===== config.mk =====
export PLATFORM = sky130hd
export DESIGN_NAME = multicycle_alu_flat
export DESIGN_NICKNAME = d
export VERILOG_FILES = /design/src/rtl/multicycle_alu_if.sv /design/src/rtl/multicycle_alu.sv /design/src/flat_wrapper.sv
export SDC_FILE = /design/constraint.sdc
export NUM_CORES = 1
export LEC_CHECK = 0
export CORE_ASPECT_RATIO = 1.4
export CORE_MARGIN = 5
export CORE_UTILIZATION = 24
export CTS_CLUSTER_DIAMETER = 150
export CTS_CLUSTER_SIZE = 8
export DETAILED_ROUTE_END_ITERATION = 6
export PLACE_DENSITY = 0.4
export SLEW_MARGIN = 25
export SYNTH_ARGS = -nofsm -noshare
export SYNTH_HDL_FRONTEND = slang
export SYNTH_SLANG_ARGS = --single-unit

===== constraint.sdc =====
create_clock -name clk -period 4.6 [get_ports clk]
set_input_delay 1.15 -clock clk [delete_from_list [all_inputs] [get_ports clk]]
set_output_delay 1.15 -clock clk [all_outputs]
set_load 0.02 [all_outputs]

===== src/rtl/multicycle_alu_if.sv =====
// multicycle_alu_if
// Request/response bundle between a requester and the multicycle ALU.
// Every signal takes its name from the ALU's point of view: _i is driven
// into the ALU and _o is driven by the ALU.
//
// Signals:
//   start_i          request strobe; accepted when ready_o is high
//   alu_operation_i  4-bit ALU control code
//   a_data_i         operand A
//   b_data_i         operand B, also the source of a shift
//   shamt_i          5-bit shift amount
//   ready_o          ALU can accept a request this cycle
//   done_o           one-cycle completion pulse
//   result_o         registered result
//   zero_o           registered flag, high when result_o is zero
//   illegal_o        registered flag, high when the code was not recognised
//
// Modports:
//   master  the requester side, which drives the _i signals
//   slave   the ALU side, which drives the _o signals
interface multicycle_alu_if #(
  parameter int DATA_WIDTH = 32
);
  logic                  start_i;
  logic [3:0]            alu_operation_i;
  logic [DATA_WIDTH-1:0] a_data_i;
  logic [DATA_WIDTH-1:0] b_data_i;
  logic [4:0]            shamt_i;
  logic                  ready_o;
  logic                  done_o;
  logic [DATA_WIDTH-1:0] result_o;
  logic                  zero_o;
  logic                  illegal_o;

  modport master (
    output start_i, alu_operation_i, a_data_i, b_data_i, shamt_i,
    input  ready_o, done_o, result_o, zero_o, illegal_o
  );

  modport slave (
    input  start_i, alu_operation_i, a_data_i, b_data_i, shamt_i,
    output ready_o, done_o, result_o, zero_o, illegal_o
  );
endinterface


===== src/rtl/multicycle_alu.sv =====
// multicycle_alu
// Sequential ALU for multi-cycle datapaths. It runs the 4-bit codes produced
// by the ALU control decoder. Operands and the code are latched on an accepted
// start. The result and flags come back registered, together with a
// one-cycle done pulse.
//
// The default build shifts iteratively, one bit per cycle, so a shift takes
// shamt+1 edges. Defining MULTICYCLE_ALU_BARREL_SHIFT_EN replaces this with a
// combinational barrel shifter. Shifts then take the single-edge EXEC path,
// and the SHIFT state and its counter are removed. Results are the same in
// both builds; only the latency changes.
//
// Ports:
//   clk    rising-edge clock
//   reset  synchronous, active-low reset
//   bus    multicycle_alu_if slave modport (see interface header)
//
// Parameters:
//   DATA_WIDTH  operand/result width (the shift amount is always 5 bits)
module multicycle_alu #(
  parameter int DATA_WIDTH = 32
) (
  input  logic            clk,
  input  logic            reset,
  multicycle_alu_if.slave bus
);

  localparam logic [3:0] OP_LUI = 4'b0000;
  localparam logic [3:0] OP_OR  = 4'b0001;
  localparam logic [3:0] OP_SLL = 4'b0010;
  localparam logic [3:0] OP_ADD = 4'b0011;
  localparam logic [3:0] OP_SRL = 4'b0100;
  localparam logic [3:0] OP_SUB = 4'b0101;
  localparam logic [3:0] OP_AND = 4'b0110;
  localparam logic [3:0] OP_NOR = 4'b0111;

`ifdef MULTICYCLE_ALU_BARREL_SHIFT_EN
  typedef enum logic [1:0] {
    ST_IDLE = 2'd0,
    ST_EXEC = 2'd1,
    ST_DONE = 2'd2
  } state_t;
`else
  typedef enum logic [1:0] {
    ST_IDLE  = 2'd0,
    ST_EXEC  = 2'd1,
    ST_SHIFT = 2'd2,
    ST_DONE  = 2'd3
  } state_t;
`endif

  state_t                state_q;
  logic [3:0]            opcode_q;
  logic [DATA_WIDTH-1:0] a_q;
  // In the iterative build b_q is also the working register of the shifter.
  logic [DATA_WIDTH-1:0] b_q;
`ifdef MULTICYCLE_ALU_BARREL_SHIFT_EN
  logic [4:0]            shamt_q;
`else
  logic [4:0]            count_q;
`endif
  logic [DATA_WIDTH-1:0] result_q;
  logic                  zero_q;
  logic                  illegal_q;
  logic                  done_q;

  logic [DATA_WIDTH-1:0] execResult_d;
  logic                  execIllegal_d;

`ifndef MULTICYCLE_ALU_BARREL_SHIFT_EN
  function automatic logic isShift(input logic [3:0] op);
    return (op == OP_SLL) || (op == OP_SRL);
  endfunction
`endif

  // Single-edge datapath used by the EXEC state. Unrecognised codes give 0
  // and raise the illegal flag.
  always_comb begin
    execResult_d  = '0;
    execIllegal_d = 1'b0;
    case (opcode_q)
      OP_LUI: execResult_d = b_q << 16;
      OP_OR:  execResult_d = a_q | b_q;
      OP_ADD: execResult_d = a_q + b_q;
      OP_SUB: execResult_d = a_q - b_q;
      OP_AND: execResult_d = a_q & b_q;
      OP_NOR: execResult_d = ~(a_q | b_q);
`ifdef MULTICYCLE_ALU_BARREL_SHIFT_EN
      OP_SLL: execResult_d = b_q << shamt_q;
      OP_SRL: execResult_d = b_q >> shamt_q;
`else
      // Shifts never reach EXEC in this build; they finish in SHIFT.
      OP_SLL, OP_SRL: execResult_d = b_q;
`endif
      default: execIllegal_d = 1'b1;
    endcase
  end

  // Control FSM with registered outputs. DONE lasts exactly one cycle, so
  // done_q is raised only on the edge that enters DONE. A start seen in DONE
  // is accepted immediately, which gives back-to-back operation.
  always_ff @(posedge clk) begin
    if (!reset) begin
      state_q   <= ST_IDLE;
      opcode_q  <= '0;
      a_q       <= '0;
      b_q       <= '0;
`ifdef MULTICYCLE_ALU_BARREL_SHIFT_EN
      shamt_q   <= '0;
`else
      count_q   <= '0;
`endif
      result_q  <= '0;
      zero_q    <= 1'b0;
      illegal_q <= 1'b0;
      done_q    <= 1'b0;
    end else begin
      done_q <= 1'b0;
      case (state_q)
        ST_IDLE, ST_DONE: begin
          if (bus.start_i) begin
            opcode_q <= bus.alu_operation_i;
            a_q      <= bus.a_data_i;
            b_q      <= bus.b_data_i;
`ifdef MULTICYCLE_ALU_BARREL_SHIFT_EN
            shamt_q  <= bus.shamt_i;
            state_q  <= ST_EXEC;
`else
            count_q  <= bus.shamt_i;
            state_q  <= isShift(bus.alu_operation_i) ? ST_SHIFT : ST_EXEC;
`endif
          end else begin
            state_q <= ST_IDLE;
          end
        end

        ST_EXEC: begin
          result_q  <= execResult_d;
          zero_q    <= (execResult_d == '0);
          illegal_q <= execIllegal_d;
          done_q    <= 1'b1;
          state_q   <= ST_DONE;
        end

`ifndef MULTICYCLE_ALU_BARREL_SHIFT_EN
        // One bit per cycle. A zero count on entry completes on the next
        // edge with b_q unchanged, so shamt=0 returns B.
        ST_SHIFT: begin
          if (count_q != 5'd0) begin
            b_q     <= (opcode_q == OP_SLL) ? (b_q << 1) : (b_q >> 1);
            count_q <= count_q - 5'd1;
          end else begin
            result_q  <= b_q;
            zero_q    <= (b_q == '0);
            illegal_q <= 1'b0;
            done_q    <= 1'b1;
            state_q   <= ST_DONE;
          end
        end
`endif

        default: state_q <= ST_IDLE;
      endcase
    end
  end

  // ready_o is a decode of the state register only.
  assign bus.ready_o   = (state_q == ST_IDLE) || (state_q == ST_DONE);
  assign bus.done_o    = done_q;
  assign bus.result_o  = result_q;
  assign bus.zero_o    = zero_q;
  assign bus.illegal_o = illegal_q;

endmodule


===== src/flat_wrapper.sv =====
// flat-port wrapper written by rule: the top's interface ports become plain ports
module multicycle_alu_flat 
#(
  parameter int DATA_WIDTH = 32
)
  (clk, reset, bus_start_i, bus_alu_operation_i, bus_a_data_i, bus_b_data_i, bus_shamt_i, bus_ready_o, bus_done_o, bus_result_o, bus_zero_o, bus_illegal_o);
  multicycle_alu_if #(.DATA_WIDTH(DATA_WIDTH)) bus_i ();
  input  logic clk;
  input  logic reset;
  input wire logic [$bits(bus_i.start_i)-1:0] bus_start_i;
  input wire logic [$bits(bus_i.alu_operation_i)-1:0] bus_alu_operation_i;
  input wire logic [$bits(bus_i.a_data_i)-1:0] bus_a_data_i;
  input wire logic [$bits(bus_i.b_data_i)-1:0] bus_b_data_i;
  input wire logic [$bits(bus_i.shamt_i)-1:0] bus_shamt_i;
  output wire logic [$bits(bus_i.ready_o)-1:0] bus_ready_o;
  output wire logic [$bits(bus_i.done_o)-1:0] bus_done_o;
  output wire logic [$bits(bus_i.result_o)-1:0] bus_result_o;
  output wire logic [$bits(bus_i.zero_o)-1:0] bus_zero_o;
  output wire logic [$bits(bus_i.illegal_o)-1:0] bus_illegal_o;
  assign bus_i.start_i = bus_start_i;
  assign bus_i.alu_operation_i = bus_alu_operation_i;
  assign bus_i.a_data_i = bus_a_data_i;
  assign bus_i.b_data_i = bus_b_data_i;
  assign bus_i.shamt_i = bus_shamt_i;
  assign bus_ready_o = bus_i.ready_o;
  assign bus_done_o = bus_i.done_o;
  assign bus_result_o = bus_i.result_o;
  assign bus_zero_o = bus_i.zero_o;
  assign bus_illegal_o = bus_i.illegal_o;
  multicycle_alu #(.DATA_WIDTH(DATA_WIDTH)) u_core (.clk(clk), .reset(reset), .bus(bus_i));
endmodule

After elaboration in Yosys (flattened, before gate mapping)
Index checks and enable logic that the tools add are counted.

Add/subtract/negate cells: 3. Eq/ne operators: 15. Mux-type cells: 21. Bitwise gates (word level): 3. Reductions and logical operators: 15.

Operators with widths (number): $pmux W32 S7 (1); $mux W32 (4); $pmux W32 S2 (2); $logic_not A32 Y1 (2); $add A32 B32 Y32 (1); $and A32 B32 Y32 (1); $not A32 Y32 (1); $or A32 B32 Y32 (1); $sub A32 B32 Y32 (1); $eq A4 B3 Y1 const B (5); $eq A4 B2 Y1 const B (3); $mux W5 (2); $pmux W5 S2 (1); $reduce_or A8 Y1 (1); $mux W2 (3); $pmux W1 S2 (3); $pmux W2 S3 (1); $reduce_bool A5 Y1 (1); $sub A5 B1 Y5 const B (1); $eq A2 B2 Y1 const B (2); $eq A4 B1 Y1 const B (1); $logic_not A4 Y1 (1); $mux W1 (4); $ne A2 B2 Y1 const B (2); other kinds (8) (12).

Register bits after elaboration: 110. Input port bits: 76. Output and inout port bits: 36.

Longest topological paths before layout
Gate-level depths: netlist of run 1.

Depth after elaboration: 5. Mapped depth: 21.

Worst setup path after synthesis of run 1
No wires, ideal clock.

Path type: flip-flop to flip-flop. From: register u_core.opcode_q[2]. To: register u_core.zero_q, in the netlist u_core.bus.zero_o. Library setup time: 69 ps. Arrival: 4408 ps. Slack: 124 ps. Stages on the path, launching flop included: 20. Cell sequence: dfxtp_1 -> clkbuf_1 -> clkbuf_1 -> buf_1 -> nand3b_1 -> clkbuf_1 -> nand2_1 -> o21ai_0 -> fa_1 -> nand2b_1 -> a211o_1 -> a211oi_1 -> o22a_2 -> a31oi_1 -> mux2_2 -> a221oi_2 -> nand4_1 -> nor4_1 -> nand3_1 -> o21ai_1.

Word-level cells in the longest chain between the ends: 5.

RTL lines: start: declaration (line multicycle_alu.sv:53) `logic [3:0] opcode_q;`; start signal: assignment (line multicycle_alu.sv:122) `opcode_q <= bus.alu_operation_i;`; $eq A4 B3 Y1 or $eq A4 B2 Y1 (tied branches) (line multicycle_alu.sv:81) `case (opcode_q)`; $reduce_or A2 Y1; $pmux W32 S7 * (line multicycle_alu.sv:81); $logic_not A32 Y1 * (line multicycle_alu.sv:139) `zero_q <= (execResult_d == '0);`; $pmux W1 S2 * (line multicycle_alu.sv:119) `case (state_q)`; end signal: assignment (line multicycle_alu.sv:139); end signal: assignment (line multicycle_alu.sv:154) `zero_q <= (b_q == '0);`; end: declaration (line multicycle_alu.sv:63) `logic zero_q;`.

Mark *: on every way between the ends. The rest lies on a longest branch, timed or not. A chain may end at the register's enable or synchronous reset.

Worst setup path after layout of run 1
From: register u_core.b_q[6]. To: register u_core.zero_q, in the netlist u_core.bus.zero_o.

Word-level cells in the longest chain between the ends: 5.

RTL lines: start: declaration (line multicycle_alu.sv:56) `logic [DATA_WIDTH-1:0] b_q;`; start signal: assignment (line multicycle_alu.sv:124) `b_q <= bus.b_data_i;`; start signal: assignment (line multicycle_alu.sv:150) `b_q <= (opcode_q == OP_SLL) ? (b_q << 1) : (b_q >> 1);`; branches (longest 4 deep; another with $sub A32 B32 Y32); $pmux W1 S2 * (line multicycle_alu.sv:119).

Mark *: on every way between the ends. The select of a mux whose other input is x is not followed.

==> reports/qor.csv, run 1 <==
metric,value,unit
relSlewSlack,0.364,
htree_num_levels,3,
r2r-end,u_core.bus.zero_o$_SDFFE_PN0P_,
final_cells,1896,
drc,0,
fin_nets,1532,
min_path_type,register to register,
power_density,819,nW/um^2
rr_worst_depth,17,
yosysSeqAreaShare,0.243,
gp_congestion,0.895,
netlist.area_leader.share,0.243,
synth.area.top_cells,"dfxtp_1 24%, nand2_1 9.6%, a21oi_1 9.2%",
rows,84,
path_cells,or4_4 -> nand2b_4 -> or4_4 -> nor3_4 -> nor2_2 -> xnor2_1 -> ha_1 -> nand3_2 -> or3_1 -> o211ai_1 -> o21ai_1 -> buf_4 -> a311oi_4 -> buf_4 -> o211ai_1 -> a2111o_1 -> o21ai_1,
worstHoldStart,u_core.bus.result_o[18]$_SDFFE_PN0P_,
top_level_ports,112,
dieArea,41800,um^2
ys_seq_elements,110,
hold_violations,0,
fin_hold_ws,454,ps
yosys.area.top_type,dfxtp_1,
drv_cap,0,
ctsHoldBuffers,0,
layout-drive-gt1-share,0.138,
crit_type,register to register,
avgSynthCellArea,7.10,um^2
critPathLaunchType,register,
grt_max_degree,100,
r2r_start,u_core.b_q[6]$_SDFFE_PN0P_,
status,completed,
grt_pass1_vias,9839,
synth_common_cells,"231 x nand2_1, 167 x a21oi_1, 110 x dfxtp_1, 96 x clkbuf_1, 72 x nor2_1",
slowest_delay,530,ps
total_power,9.68,mW
syn2layout_area_growth,30.3,%
drt_iter0_markers,687,
cp.required,4930,ps
syn-num-nets,1390,
post_dp_cell_area,11400,um^2
clock_skew,21.7,ps
regArea,2200,um^2
vias_per_cell,5.27,
detail_route.wl_per_cell,22.4,um
fin_util,0.316,
cts_buffer_depth,2,
grt_util_all_layers,0.196,
antenna_found_initial,0,
critPathArrivalTime,4730,ps
period_minus_slack,4400,ps
rsz0062_at_grt,yes,
root_buffer,clkbuf_16,
overflow,0,
synth-warning-count,0,
synth_edf_count,0,
cp_slowest_cell,or4_4,
nFillCells,4110,
clkSinkCount,110,
setup_viol_count_final,0,
die_y,240,um
yosysUniqueCellTypes,77,
crit_fanout,4,
tritoncts,yes,
ant_nets,0,
fin_setup_tns,0,ps
coreArea,37400,um^2
cts_made_buffers,9,
crit_cells,17,
pre_cts_ws,-34.4,ps
cp-end-kind,register,
port_buffers,111,
num_vias,9993,
async_flop_share,0,
syn_inst,1276,
drv_slew,0,
critPathBufInv,2,
netlist_area,9060,um^2
crit_start,u_core.b_q[6]$_SDFFE_PN0P_,
whs_path_depth,2,
diodes,0,
tightest_slew,951,ps
design_area,11800,um^2
drt-total-wl,42500,um
hold_end,u_core.bus.result_o[18]$_SDFFE_PN0P_,
setup_slack,198,ps
synth_flop_cell,dfxtp_1,
multi_input_area,6480,um^2
crit_family,simple AND/OR/NAND/NOR gates,
grt_first_pass_wirelength,62400,um
period_share,0.957,
start_util,0.242,
fp.dieW,174,um
max_freq,0.227,GHz
placedCellCount,1879,
clk_pin_slew_worst_paths,90,ps
leakagePower,4.70,nW
clk_latency,400,ps
reg2reg_slack,200,ps
max-vdd-ir-drop,282,uV
firstDrtPassIters,5,
dp_hpwl,32100,um
yosys.cell_count.top_type,nand2_1,
sequential cells by signal, summed over array words and instances, names as in the netlist:
name and cells:
u_core.b_q 32, u_core.opcode_q 4, u_core.bus.result_o 32, u_core.bus.done_o 1, u_core.bus.illegal_o 1, u_core.bus.zero_o 1
u_core.state_q 2, u_core.count_q 5, u_core.a_q 32
cell type report:
| class | count | area share |
|---|---|---|
| Clock buffer | 9 | 0.0191 |
| Clock inverter | 7 | 0.00635 |
| Inverter | 25 | 0.00794 |
| Multi-Input combinational cell | 1025 | 0.549 |
| Sequential cell | 110 | 0.186 |
| Tap cell | 473 | 0.0501 |
| Timing Repair Buffer | 247 | 0.182 |
cell usage in the layout, fill, tap and decap left out, types with 14 or more instances in the layout:
master and instances:
nand2_1 230, a21oi_1 164, buf_4 135, clkdlybuf4s50_1 111, dfxtp_1 109, nor2_1 70, o21ai_0 46, o211ai_1 44
mux2i_1 42, a21o_1 41, ha_1 36, nor3_1 34, xnor2_1 33, inv_1 24, nand2b_1 18, xor2_1 17
nand3_1 16, o31ai_1 15, a22oi_1 14
layer usage:
layer  GRT usage  vias to the layer above  share of wire
li1            -                     4878              -
met1       0.233                     4797           0.41
met2       0.364                      257           0.52
met3      0.0190                       61          0.033
met4      0.0764                        0          0.033
met5           0                        -              0
cells by family (layout without fill, tap and decap cells):
logic type	after synthesis	in the layout	share of synthesized area
mux	44	44	0.0489
buf+inv	141	288	0.0596
fa+ha+maj	38	38	0.0533
flops	110	110	0.243
compound gates	441	441	0.316
simple gates	451	451	0.229
xor+xnor	51	51	0.0501
worst max-delay path by stage:
| stage | to | slack, ps |
|---|---|---|
| after floorplan | u_core.bus.zero_o$_SDFFE_PN0P_ | 120 |
| after global placement | u_core.bus.zero_o$_SDFFE_PN0P_ | -10 |
| after detailed placement | u_core.bus.zero_o$_SDFFE_PN0P_ | -30 |
| after CTS | u_core.bus.zero_o$_SDFFE_PN0P_ | 30 |
| after global routing | u_core.bus.result_o[27]$_SDFFE_PN0P_ | -20 |
| final | u_core.bus.zero_o$_SDFFE_PN0P_ | 200 |
worst min-delay path, delay by kind of cell (launching register included):
kind	cells	cell delay [ps]
flip-flops	1	320
AND/OR/NAND/NOR	1	50
AO/OA/AOI/OAI	1	50
power breakdown:
part	switching, mW	total, mW	leakage, nW	internal, mW
clock network	0.456	0.843	0.148	0.387
logic	4.35	7.33	3.65	2.98
registers	0.285	1.50	0.899	1.22
total	5.09	9.68	4.70	4.59
what timing repair did:
action	in CTS	in global routing
endpoints found under the hold margin	0	0
pin swaps	0	9
resized for setup	1	21
endpoints found under the setup margin	3	5
setup buffers	1	0
Power figures use the tool's default switching activity.
==> run 2, diff against run 1 <==
- PLACE_DENSITY: 0.4 -> 0.52
==> reports/qor.csv, run 2 (synthesis results as in run 1) <==
metric,value,unit
status,completed,
top_level_ports,112,
num_vias,10000,
grt_pass1_vias,10100,
layout-drive-gt1-share,0.114,
critPathArrivalTime,4720,ps
total_power,9.24,mW
cp.required,4910,ps
critPathBufInv,1,
regArea,2200,um^2
tightest_slew,877,ps
vias_per_cell,5.36,
min_path_type,register to register,
start_util,0.242,
ant_nets,0,
max_freq,0.227,GHz
multi_input_area,6410,um^2
drc,0,
grt_util_met1,0.211,
die_y,240,um
dp_hpwl,30500,um
crit_fanout,6,
cp_slowest_cell,or4_4,
ctsHoldBuffers,0,
post_cts_buffers,0,
clkSinkCount,110,
overflow,0,
setup_viol_count_final,0,
hold_end,u_core.bus.result_o[18]$_SDFFE_PN0P_,
tritoncts,yes,
critPathLaunchType,register,
rsz0062_at_grt,no,
detail_route.wl_per_cell,21.2,um
max-vdd-ir-drop,353,uV
fin_setup_tns,0,ps
period_share,0.959,
cts_made_buffers,9,
coreArea,37400,um^2
drv_cap,0,
rows,84,
fin_nets,1504,
cts_buffer_depth,2,
diodes,0,
grt_first_pass_wirelength,59800,um
worstHoldStart,u_core.bus.result_o[18]$_SDFFE_PN0P_,
r2r_start,u_core.b_q[6]$_SDFFE_PN0P_,
slowest_delay,560,ps
hold_violations,0,
use_met3,0.0239,
fp.dieW,174,um
r2r-end,u_core.bus.zero_o$_SDFFE_PN0P_,
cts_resized,0,
drt_iter0_markers,642,
final_common_cell,nand2_1,
htree_num_levels,3,
rr_worst_depth,18,
grt_max_degree,50,
crit_family,simple AND/OR/NAND/NOR gates,
power_density,799,nW/um^2
leakagePower,4.55,nW
drv_slew,0,
nFillCells,4085,
period_minus_slack,4410,ps
relSlewSlack,0.413,
antenna_found_initial,0,
grt_util_all_layers,0.184,
final_cell_mix,"230 x nand2_1, 166 x a21oi_1, 111 x clkdlybuf4s50_1",
crit_type,register to register,
syn2layout_area_growth,27.5,%
clk_latency,380,ps
clk_pin_slew_worst_paths,90,ps
cp-end-kind,register,
clock_skew,19.7,ps
grt_use_met2,0.338,
firstDrtPassIters,5,
whs_path_depth,2,
port_buffers,111,
gp_congestion,0.921,
path_cells,or4_4 -> nand2b_4 -> or4_4 -> nor4_4 -> buf_4 -> a21oi_1 -> xnor2_1 -> ha_1 -> nand2_1 -> nor4_1 -> a221oi_1 -> o21ai_0 -> a31oi_1 -> xnor2_1 -> o21ai_2 -> nor2_1 -> nand3_1 -> o21ai_1,
root_buffer,clkbuf_16,
reg2reg_slack,190,ps
dieArea,41800,um^2
top_usage_layer,met2,
drt-total-wl,39700,um
==> run 2: how the worst max path moves through the flow <==
stage / startpoint / end / slack, ps / cells past startpoint
global route: u_core.b_q[6]$_SDFFE_PN0P_ / u_core.bus.result_o[27]$_SDFFE_PN0P_ / 6 / 18
CTS: u_core.b_q[6]$_SDFFE_PN0P_ / u_core.bus.zero_o$_SDFFE_PN0P_ / 70 / 18
detailed placement: u_core.b_q[6]$_SDFFE_PN0P_ / u_core.bus.zero_o$_SDFFE_PN0P_ / 90 / 18
finish: u_core.b_q[6]$_SDFFE_PN0P_ / u_core.bus.zero_o$_SDFFE_PN0P_ / 190 / 18
global placement: u_core.b_q[6]$_SDFFE_PN0P_ / u_core.bus.zero_o$_SDFFE_PN0P_ / 120 / 21
floorplan: u_core.opcode_q[2]$_SDFFE_PN0P_ / u_core.bus.zero_o$_SDFFE_PN0P_ / 120 / 19
==> run 2: final cells by class <==
cell class	instances	share of cell area
timing repair buffer	219	0.166
clock buffer	9	0.0195
inverter	25	0.00812
multi-input combinational	1025	0.555
tap	473	0.0512
sequential	110	0.190
clock inverter	7	0.00985
==> run 2: metal layers <==
metal / routed length (um) / up-vias / share of wire
li1: - / 4834 / -
met1: 16000 / 4795 / 0.40
met2: 20100 / 302 / 0.51
met3: 1620 / 75 / 0.041
met4: 1920 / 0 / 0.048
met5: 0 / - / 0
==> run 2: where the power goes <==
| part | total [mW] | internal (mW) | switching (mW) |
|---|---|---|---|
| combinational | 6.79 | 2.71 | 4.07 |
| clock | 0.922 | 0.491 | 0.431 |
| sequential | 1.53 | 1.22 | 0.312 |
==> run 2: through the flow <==
stage	worst slack, ps	area [um^2]	utilization	std cells	hold slack (ps)
finish	191	11600	0.309	1868	455
global route	6.42	11600	0.309	1868	498
global placement	116	11200	0.299	1852	445
detailed placement	94.6	11200	0.299	1852	445
CTS	73.0	11500	0.308	1868	457
floorplan	124	9060	-	1276	453
==> run 2: tightest hold or removal path, delay by kind of cell, from the launching register on <==
kind	cells	cell delay, ps
AOI/OAI and AO/OA	1	50
DFF	1	320
and+or+nand+nor	1	50
